File: src/rtl/ctrl_pkg.sv
// ctrl_pkg: shared definitions for the multi-cycle control sequencer.
//   STATE_W      width of the PLA state encoding
//   state_e      FETCH..JUMP state encodings (0..9)
//   ST_MAX       highest legal state encoding
//   is_mem_state true for states that issue a memory access (FETCH, MEMREAD, MEMWRITE)
package ctrl_pkg;

   localparam int STATE_W = 4;

   typedef enum logic [STATE_W-1:0] {
      ST_FETCH    = 4'd0,
      ST_DECODE   = 4'd1,
      ST_MEMADDR  = 4'd2,
      ST_MEMREAD  = 4'd3,
      ST_MEMWB    = 4'd4,
      ST_MEMWRITE = 4'd5,
      ST_EXEC     = 4'd6,
      ST_RCOMPL   = 4'd7,
      ST_BRANCH   = 4'd8,
      ST_JUMP     = 4'd9
   } state_e;

   localparam logic [STATE_W-1:0] ST_MAX = 4'd9;

   function automatic logic is_mem_state(input logic [STATE_W-1:0] state);
      return (state == ST_FETCH) || (state == ST_MEMREAD) || (state == ST_MEMWRITE);
   endfunction

endpackage

File: src/rtl/event_counter.sv
// event_counter: wrap-around event counter with synchronous active-low reset.
//   clk    rising-edge clock
//   rst_n  synchronous active-low reset, clears q
//   inc    count enable, q advances by one on each edge where it is high
//   q      current count, wraps modulo 2^W
module event_counter #(
   parameter int W = 32
) (
   input  logic         clk,
   input  logic         rst_n,
   input  logic         inc,
   output logic [W-1:0] q
);

   logic [W-1:0] cnt_q;
   logic [W-1:0] cnt_d;

   always_comb begin
      cnt_d = cnt_q;
      if (inc) cnt_d = cnt_q + W'(1);
   end

   always_ff @(posedge clk) begin
      if (!rst_n) cnt_q <= '0;
      else        cnt_q <= cnt_d;
   end

   assign q = cnt_q;

endmodule

File: src/rtl/control_sequencer.sv
// control_sequencer: state register and sequencing glue between the control PLA and datapath.
//   clk, rst_n         clock and synchronous active-low reset
//   ns / cur_state     next state from the PLA / registered current state back to it
//   mem_ready, hold    memory completion and global stall request
//   pc_write, pc_write_cond, alu_zero, ir_write, reg_write   raw PLA enables and ALU flag
//   pc_en, ir_en, rf_we                                       stall-gated enables (combinational)
//   retired            registered one-cycle pulse per completed instruction
//   cycle_cnt, instr_cnt  cycles since reset / instructions retired since reset
//   err_illegal, err_timeout, clr_err   sticky error flags and their clear
// Handshake: in a memory-access state the access is pending until mem_ready is sampled high;
// every cycle with mem_ready low is a wait cycle in which nothing commits and the state holds.
module control_sequencer
   import ctrl_pkg::*;
#(
   parameter int CNT_W      = 32,
   parameter int WAIT_LIMIT = 64
) (
   input  logic               clk,
   input  logic               rst_n,
   input  logic [STATE_W-1:0] ns,
   output logic [STATE_W-1:0] cur_state,
   input  logic               mem_ready,
   input  logic               hold,
   input  logic               pc_write,
   input  logic               pc_write_cond,
   input  logic               alu_zero,
   input  logic               ir_write,
   input  logic               reg_write,
   output logic               pc_en,
   output logic               ir_en,
   output logic               rf_we,
   output logic               retired,
   output logic [CNT_W-1:0]   cycle_cnt,
   output logic [CNT_W-1:0]   instr_cnt,
   output logic               err_illegal,
   output logic               err_timeout,
   input  logic               clr_err
);

   localparam logic [7:0] WAIT_LAST = 8'(WAIT_LIMIT - 1);

   state_e     state_q, state_d;
   logic [7:0] wait_cnt_q, wait_cnt_d;
   logic       retired_q, err_illegal_q, err_timeout_q;

   logic mem_wait, stall, advance, timeout, illegal_evt, retire_evt;

   always_comb begin
      mem_wait    = is_mem_state(state_q) & ~mem_ready;
      stall       = mem_wait | hold;
      advance     = ~stall;
      timeout     = mem_wait & (wait_cnt_q == WAIT_LAST);
      illegal_evt = 1'b0;
      retire_evt  = 1'b0;
      state_d     = state_q;
      wait_cnt_d  = '0;

      // The timer restarts after a timeout so the forced FETCH gets a full wait budget.
      if (mem_wait && !timeout) wait_cnt_d = wait_cnt_q + 8'd1;

      if (timeout) begin
         state_d = ST_FETCH;
      end else if (stall) begin
         state_d = state_q;
      end else if (ns > ST_MAX) begin
         state_d     = ST_FETCH;
         illegal_evt = 1'b1;
      end else begin
         state_d    = state_e'(ns);
         // Only a normal return to FETCH from a non-FETCH state completes an instruction.
         retire_evt = (state_q != ST_FETCH) && (ns == ST_FETCH);
      end
   end

   always_ff @(posedge clk) begin
      if (!rst_n) begin
         state_q       <= ST_FETCH;
         wait_cnt_q    <= '0;
         retired_q     <= 1'b0;
         err_illegal_q <= 1'b0;
         err_timeout_q <= 1'b0;
      end else begin
         state_q       <= state_d;
         wait_cnt_q    <= wait_cnt_d;
         retired_q     <= retire_evt;
         // Set has priority over clear on the same edge.
         err_illegal_q <= illegal_evt | (err_illegal_q & ~clr_err);
         err_timeout_q <= timeout     | (err_timeout_q & ~clr_err);
      end
   end

   // timeout implies mem_wait, so advance already masks the enables in that cycle.
   assign pc_en = advance & (pc_write | (pc_write_cond & alu_zero));
   assign ir_en = advance & ir_write;
   assign rf_we = advance & reg_write;

   assign cur_state   = state_q;
   assign retired     = retired_q;
   assign err_illegal = err_illegal_q;
   assign err_timeout = err_timeout_q;

   event_counter #(.W(CNT_W)) u_cycle_cnt (
      .clk   (clk),
      .rst_n (rst_n),
      .inc   (1'b1),
      .q     (cycle_cnt)
   );

   event_counter #(.W(CNT_W)) u_instr_cnt (
      .clk   (clk),
      .rst_n (rst_n),
      .inc   (retire_evt),
      .q     (instr_cnt)
   );

endmodule

File: config.mk
export PLATFORM = sky130hd
export DESIGN_NAME = control_sequencer
export DESIGN_NICKNAME = d
export VERILOG_FILES = /design/src/rtl/ctrl_pkg.sv /design/src/rtl/event_counter.sv /design/src/rtl/control_sequencer.sv
export SDC_FILE = /design/constraint.sdc
export NUM_CORES = 1
export LEC_CHECK = 0
export BUFFER_PORTS_ARGS = -buffer_cell sky130_fd_sc_hd__buf_2
export CORE_MARGIN = 4
export CORE_UTILIZATION = 35
export DETAILED_ROUTE_END_ITERATION = 8
export HOLD_SLACK_MARGIN = 0.03
export PLACE_DENSITY = 0.64
export SYNTH_ARGS = -nofsm -noshare
export SYNTH_HDL_FRONTEND = slang
export SYNTH_SLANG_ARGS = --single-unit
File: constraint.sdc
create_clock -name clk -period 5.9 [get_ports clk]
set_input_delay 0.59 -clock clk [delete_from_list [all_inputs] [get_ports clk]]
set_output_delay 0.59 -clock clk [all_outputs]
set_load 0.05 [all_outputs]
==> run_summary.xml, run 1 <==
<?xml version="1.0" encoding="UTF-8"?>
<metrics>
  <group name="synth">
    <metric name="syn-cell-area" unit="um2">3540</metric>
    <metric name="synth_cells" unit="">416</metric>
    <metric name="synth_cell_types" unit="">30</metric>
    <metric name="count_of_flip_flops_with_a_built_in_enable_after_synthesis" unit="">0</metric>
    <metric name="syn-num-nets" unit="">433</metric>
    <metric name="synth.ff_latch_count" unit="">79</metric>
    <metric name="postSynthAreaPerCell" unit="um2">8.52</metric>
    <metric name="synth.top_cell.area_share" unit="%">44.6</metric>
    <metric name="synth_sequential_area_ratio" unit="%">44.6</metric>
    <metric name="main_area_contributors_after_synthesis" unit="">dfxtp_1 45%, xor2_1 6.4%, nor2_1 5.6%, a21oi_1 4.7%, nand4_1 4.1%</metric>
    <metric name="ys_dominant_reg_cell" unit="">dfxtp_1</metric>
    <metric name="synth_top_cell_by_area" unit="">dfxtp_1</metric>
    <metric name="ffs_w_async_s_r_synth" unit="%">0</metric>
    <metric name="ys_warn_count" unit="">0</metric>
  </group>
  <group name="detailed_routing">
    <metric name="wl_per_cell" unit="um">13.1</metric>
    <metric name="detail_route.iter0.violations" unit="">105</metric>
    <metric name="drt_pre_antenna_iters" unit="">4</metric>
    <metric name="postRouteWirelength" unit="mm">8.36</metric>
    <metric name="drcViolationCount" unit="">0</metric>
    <metric name="route.vias.total" unit="">3218</metric>
    <metric name="avgViaCountPerCell" unit="">5.04</metric>
    <metric name="ant_nets" unit="">0</metric>
  </group>
  <group name="timing">
    <metric name="holdWs" unit="ns">0.464</metric>
    <metric name="period_minus_slack" unit="ns">2.83</metric>
    <metric name="fin_tns_setup" unit="ns">0</metric>
    <metric name="grt_setup_unrepaired" unit="">false</metric>
    <metric name="setup_violating_endpoint_count_in_the_final_report" unit="">0</metric>
    <metric name="worst_slew_slack_as_a_fraction_of_its_limit" unit="%">41.2</metric>
    <metric name="maxClockFrequency" unit="MHz">353</metric>
    <metric name="slew_violations" unit="">0</metric>
    <metric name="clock_skew" unit="ns">0.0128</metric>
    <metric name="measured_slew_at_the_worst_slew_check_pin" unit="ns">0.875</metric>
    <metric name="timing.final.crit_share" unit="%">48.0</metric>
    <metric name="final-hold-violation-count" unit="">0</metric>
  </group>
  <group name="clock_network">
    <metric name="clock-sinks" unit="">79</metric>
    <metric name="postCtsResizedCells" unit="">0</metric>
    <metric name="cts.repair_timing.setup_buffer_count" unit="">0</metric>
    <metric name="clock_tree.htree_level_count" unit="">3</metric>
    <metric name="number_of_clock_buffers_inserted_by_tritoncts" unit="">9</metric>
    <metric name="hold_buffers" unit="">0</metric>
    <metric name="tritoncts" unit="">built</metric>
    <metric name="clk_root_buffer_cell" unit="">clkbuf_8</metric>
    <metric name="clkTransAtPathRegs" unit="ns">0.08</metric>
    <metric name="worst_skew_pair.late_latency" unit="ns">0.35</metric>
    <metric name="clockBufferDepth" unit="">2</metric>
  </group>
  <group name="grt">
    <metric name="largest_net_degree_at_the_start_of_global_routing" unit="">61</metric>
    <metric name="first_pass_grt_wire_length" unit="mm">14.0</metric>
    <metric name="global_route.overflow_total" unit="">0</metric>
    <metric name="initial_antenna_violation_count" unit="">0</metric>
    <metric name="vias_in_the_first_global_route" unit="">2954</metric>
    <metric name="overall_global_routing_usage" unit="%">14.7</metric>
  </group>
  <group name="pwr">
    <metric name="ir_worst_vdd" unit="mV">0.128</metric>
    <metric name="powerDensity" unit="nW/um2">235</metric>
    <metric name="p_leak" unit="nW">1.70</metric>
  </group>
  <group name="setup_path">
    <metric name="critPathKind" unit="">flip-flop to primary output</metric>
    <metric name="cp-end-kind" unit="">primary output</metric>
    <metric name="endpoint_arrival_time_on_the_critical_path" unit="ns">2.24</metric>
    <metric name="critical_path.startpoint_type" unit="">flip-flop</metric>
    <metric name="critPathRequiredTime" unit="ns">5.31</metric>
    <metric name="critical_path_maximum_fanout" unit="">25</metric>
  </group>
  <group name="place">
    <metric name="hpwlAfterDp" unit="mm">6.01</metric>
    <metric name="port_buffers" unit="">87</metric>
    <metric name="globalplace.congestion" unit="">0.788</metric>
  </group>
  <group name="min_path">
    <metric name="hold_class" unit="">flip-flop to flip-flop</metric>
  </group>
  <group name="run_status">
    <metric name="status" unit="">finished clean</metric>
  </group>
  <group name="job">
    <metric name="max_cap_viol_count" unit="">0</metric>
  </group>
  <group name="cells_and_area">
    <metric name="antenna_cells" unit="">0</metric>
    <metric name="finalNetCount" unit="">518</metric>
    <metric name="drive_above_1_share" unit="%">21.3</metric>
    <metric name="syn_to_final_growth" unit="%">21.7</metric>
  </group>
  <group name="floorplanning">
    <metric name="initial_utilization" unit="%">36.1</metric>
    <metric name="die-area" unit="um2">11800</metric>
    <metric name="floorplan.io_pins" unit="">88</metric>
    <metric name="coreArea" unit="um2">9820</metric>
    <metric name="die_height" unit="um">109</metric>
    <metric name="core.rowCount" unit="">36</metric>
    <metric name="die_x" unit="um">109</metric>
  </group>
</metrics>
## cells by family after synthesis
logic type               share of synthesized area, %
AND/OR/NAND/NOR                                  30.5
flip-flops                                       44.6
AO/OA/AOI/OAI                                    10.5
XOR/XNOR                                         10.4
buffers and inverters                            2.65
adder cells (fa/ha/maj)                          1.06
multiplexers                                    0.318
## placed cells by master, fill, tap and decap left out, types with 2 or more instances in the layout
cell type	Yosys	final
and2_1	11	11
nand2b_1	4	4
nand3_1	27	27
inv_1	9	9
nor4_1	5	5
or3_1	12	12
buf_2	0	87
xor2_1	26	26
dfxtp_1	79	79
ha_1	3	3
nor4b_1	2	2
o21ai_0	14	14
nor2_1	53	53
clkbuf_8	0	12
clkinv_2	0	2
a21oi_1	33	33
and4_1	4	4
nand4_1	23	23
buf_4	0	2
nand3b_1	3	3
nor2b_1	2	2
and3_1	9	9
nand2_1	28	28
xnor2_1	16	16
nor3_1	4	4
o31ai_1	14	14
or4_1	14	14
## cells in the mapped netlist (12+ instances only)
master and number:
nand2_1 28, o31ai_1 14, clkbuf_1 15, nand3_1 27, nor2_1 53, a21oi_1 33
nand4_1 23, or3_1 12, dfxtp_1 79, xor2_1 26, or4_1 14, xnor2_1 16
o21ai_0 14
## final timing paths
path | to | startpoint | slack [ns] | cells after the start
setup / recovery | pc_en | cur_state[0] | 3.07 | 4
hold / removal | u_cycle_cnt.q[0] | u_cycle_cnt.q[0] | 0.46 | 1
setup reg to reg | u_instr_cnt.q[19] | cur_state[0] | 3.08 | 5
hold reg to reg | u_cycle_cnt.q[0] | u_cycle_cnt.q[0] | 0.46 | 1
## routing by layer
metal,up-vias,track usage (%),part of all wire (%)
li1,1646,-,-
met5,-,0,0
met1,1498,19.9,48
met3,10,4.32,5.7
met2,64,22.1,44
met4,0,5.68,1.6
## sequential cells by signal, summed over array words and instances (netlist names)
register and count:
u_instr_cnt.q 32, err_illegal 1, u_cycle_cnt.q 32, retired 1, err_timeout 1, wait_cnt_q 8, cur_state 4
## worst max-delay path: stages, from the launching register on
cell and delay, ns:
dfxtp_1 0.44, xnor2_1 0.17, a221oi_4 0.81, nor2b_1 0.21, buf_2 0.27
## report_power, final
part	internal, mW	total (mW)	switching (mW)
clock	0.229	0.418	0.189
combinational	0.0152	0.0532	0.0380
sequential	0.537	0.541	0.00439
total	0.781	1.01	0.232
## metrics by stage
stage	utilization [%]	cell area, um2	instances	setup slack [ns]	total power, mW
after global placement	41.8	4110	623	3.03	0.606
after floorplan	-	3540	416	2.96	0.591
final	43.9	4310	639	3.07	1.01
after CTS	43.9	4310	639	3.04	1.03
after detailed placement	41.8	4110	623	2.93	0.607
after global routing	43.9	4310	639	2.80	1.05
## cell type report
cell class / count / area, um2
Inverter: 10 / 37.5
Timing Repair Buffer: 89 / 450
Clock inverter: 3 / 40.0
Multi-Input combinational cell: 312 / 1870
Tap cell: 133 / 166
Sequential cell: 79 / 1580
Fill cell: 1057 / 5510
Clock buffer: 13 / 169
No activity file was read; power rests on OpenSTA's default activity.
==> run 2, diff against run 1 <==
PLACE_DENSITY = 0.66   (was 0.64)
clock period = 2.3 ns   (was 5.9 ns; I/O delays follow)
==> run 2 against run 1 <==
  * Die area unchanged
  * Critical path type unchanged
  * Combinational power rose to 2.7 times the previous value
  * Global-route usage up 0.30 points
  * Cell count up 1.7%
  * Cell area up 2.0%
  * Clock skew down 0.0020 ns
  * First-iteration DRC count up 91%
==> run_summary.xml, run 2 (same netlist as run 1, synthesis figures left out) <==
<?xml version="1.0" encoding="UTF-8"?>
<metrics>
  <group name="grt">
    <metric name="global_route.overflow_total" unit="">0</metric>
    <metric name="largest_net_degree_at_the_start_of_global_routing" unit="">62</metric>
    <metric name="first_pass_grt_wire_length" unit="mm">14.5</metric>
    <metric name="vias_in_the_first_global_route" unit="">3143</metric>
    <metric name="overall_global_routing_usage" unit="%">15.0</metric>
    <metric name="initial_antenna_violation_count" unit="">0</metric>
  </group>
  <group name="floorplanning">
    <metric name="die_height" unit="um">109</metric>
    <metric name="coreArea" unit="um2">9820</metric>
    <metric name="initial_utilization" unit="%">36.1</metric>
    <metric name="core.rowCount" unit="">36</metric>
    <metric name="die-area" unit="um2">11800</metric>
    <metric name="die_x" unit="um">109</metric>
    <metric name="floorplan.io_pins" unit="">88</metric>
  </group>
  <group name="cells_and_area">
    <metric name="finalNetCount" unit="">529</metric>
    <metric name="antenna_cells" unit="">0</metric>
    <metric name="layout.filler_cells" unit="">995</metric>
    <metric name="drive_above_1_share" unit="%">24.2</metric>
    <metric name="final_core_util" unit="%">44.8</metric>
    <metric name="stdcell_count" unit="">650</metric>
    <metric name="layout.cells.most_common" unit="">buf_2</metric>
    <metric name="final_cell_mix" unit="">87 x buf_2, 76 x dfxtp_1, 53 x nor2_1</metric>
    <metric name="syn_to_final_growth" unit="%">24.1</metric>
  </group>
  <group name="setup_path">
    <metric name="crit_path_cell_trace" unit="">xnor2_1, a221oi_4, buf_4, buf_6, nor2b_2, buf_2</metric>
    <metric name="path_delay_family" unit="">buffers and inverters</metric>
    <metric name="critical_path_maximum_fanout" unit="">21</metric>
    <metric name="endpoint_arrival_time_on_the_critical_path" unit="ns">2.01</metric>
    <metric name="slowest_stage" unit="">dfxtp_2</metric>
    <metric name="slowest_delay" unit="ns">0.36</metric>
    <metric name="critPathRequiredTime" unit="ns">2.07</metric>
    <metric name="critPathKind" unit="">flip-flop to primary output</metric>
    <metric name="critical_path.n_buffers_inverters" unit="">3</metric>
    <metric name="critical_path.startpoint_type" unit="">flip-flop</metric>
    <metric name="cp-end-kind" unit="">primary output</metric>
  </group>
  <group name="detailed_routing">
    <metric name="drt_pre_antenna_iters" unit="">4</metric>
    <metric name="ant_nets" unit="">0</metric>
    <metric name="postRouteWirelength" unit="mm">8.70</metric>
    <metric name="wl_per_cell" unit="um">13.4</metric>
    <metric name="route.vias.total" unit="">3307</metric>
    <metric name="drcViolationCount" unit="">0</metric>
    <metric name="detail_route.iter0.violations" unit="">201</metric>
    <metric name="avgViaCountPerCell" unit="">5.09</metric>
  </group>
  <group name="place">
    <metric name="globalplace.congestion" unit="">0.795</metric>
    <metric name="dp_worst_setup_slack" unit="ns">0.200</metric>
    <metric name="placedCellCount" unit="">633</metric>
    <metric name="hpwlAfterDp" unit="mm">6.24</metric>
    <metric name="port_buffers" unit="">87</metric>
  </group>
  <group name="run_status">
    <metric name="status" unit="">finished clean</metric>
  </group>
  <group name="timing">
    <metric name="period_minus_slack" unit="ns">2.24</metric>
    <metric name="measured_slew_at_the_worst_slew_check_pin" unit="ns">0.647</metric>
    <metric name="setup_violating_endpoint_count_in_the_final_report" unit="">0</metric>
    <metric name="clock_skew" unit="ns">0.0108</metric>
    <metric name="worst_slew_slack_as_a_fraction_of_its_limit" unit="%">56.9</metric>
    <metric name="timing.final.crit_share" unit="%">97.5</metric>
    <metric name="final-hold-violation-count" unit="">0</metric>
    <metric name="fin_tns_setup" unit="ns">0</metric>
    <metric name="holdWs" unit="ns">0.163</metric>
    <metric name="setup_ws" unit="ns">0.0567</metric>
    <metric name="slew_violations" unit="">0</metric>
    <metric name="maxClockFrequency" unit="MHz">446</metric>
  </group>
  <group name="pwr">
    <metric name="ir_worst_vdd" unit="mV">0.274</metric>
    <metric name="proportion_of_power_drawn_by_combinational_gates" unit="%">5.7</metric>
    <metric name="p_leak" unit="nW">1.74</metric>
    <metric name="power.share.sequential" unit="%">54.1</metric>
    <metric name="cellInternalPower" unit="mW">1.92</metric>
    <metric name="power.clock.fraction" unit="%">40.2</metric>
    <metric name="net-switching-power" unit="mW">0.643</metric>
    <metric name="p_sw_share" unit="%">25.1</metric>
    <metric name="powerDensity" unit="nW/um2">583</metric>
  </group>
  <group name="clock_network">
    <metric name="clockBufferDepth" unit="">2</metric>
    <metric name="hold_buffers" unit="">0</metric>
    <metric name="clk_root_buffer_cell" unit="">clkbuf_8</metric>
    <metric name="clock_tree.htree_level_count" unit="">3</metric>
    <metric name="tritoncts" unit="">built</metric>
    <metric name="clock-sinks" unit="">79</metric>
    <metric name="number_of_clock_buffers_inserted_by_tritoncts" unit="">9</metric>
    <metric name="clkTransAtPathRegs" unit="ns">0.09</metric>
    <metric name="worst_skew_pair.late_latency" unit="ns">0.35</metric>
  </group>
  <group name="min_path">
    <metric name="hold_class" unit="">input pin to flip-flop</metric>
  </group>
  <group name="job">
    <metric name="max_cap_viol_count" unit="">0</metric>
  </group>
</metrics>
[run 2: layout make-up]
cell class | instances | area (um2) | area share (%)
clock buffers | 9 | 124 | 2.81
well taps | 133 | 166 | 3.78
clock inverters | 7 | 72.6 | 1.65
repair buffers | 100 | 537 | 12.2
multi-input cells | 312 | 1880 | 42.7
inverters | 10 | 37.5 | 0.853
flip-flops and latches | 79 | 1590 | 36.0
[run 2: power by group through the flow]
stage	clock (mW)	combinational [mW]	sequential (mW)
after floorplan	0	0.0714	1.45
after global placement	0	0.140	1.42
after detailed placement	0	0.143	1.42
after CTS	1.07	0.144	1.39
after global routing	1.12	0.160	1.39
final	1.03	0.146	1.39
[run 2: per-layer routing]
metal / vias up / GRT usage [%] / wire (um)
met5: - / 0 / 0
met4: 0 / 5.23 / 190
met3: 16 / 3.91 / 476
met2: 70 / 25.3 / 4050
met1: 1548 / 18.6 / 3990
li1: 1673 / - / -
[run 2: path summary, 6_finish.rpt]
kind	start	endpoint	slack, ns	cells after the start
setup / recovery	cur_state[1]	pc_en	0.06	6
setup reg to reg	cur_state[1]	u_instr_cnt.q[29]	0.18	6
hold / removal	hold	cur_state[3]	0.16	3
hold reg to reg	u_cycle_cnt.q[0]	u_cycle_cnt.q[0]	0.47	1
[run 2: through the flow]
step           total power [mW]  area (um2)
3_5_place_dp               1.56        4190
5_1_grt                    2.67        4400
2_1_floorplan              1.52        3550
3_3_place_gp               1.56        4190
6_report                   2.57        4400
4_1_cts                    2.61        4390
[run 2: repair_timing]
action,4_1_cts,5_1_grt
pin swaps,0,1
buffers inserted,0,1
gates resized for setup,1,1
setup endpoints to repair,1,5
[run 2: worst min-delay path, stage by stage]
cell     delay, ns
buf_2         0.12
nand2_1       0.06
a21oi_1       0.05
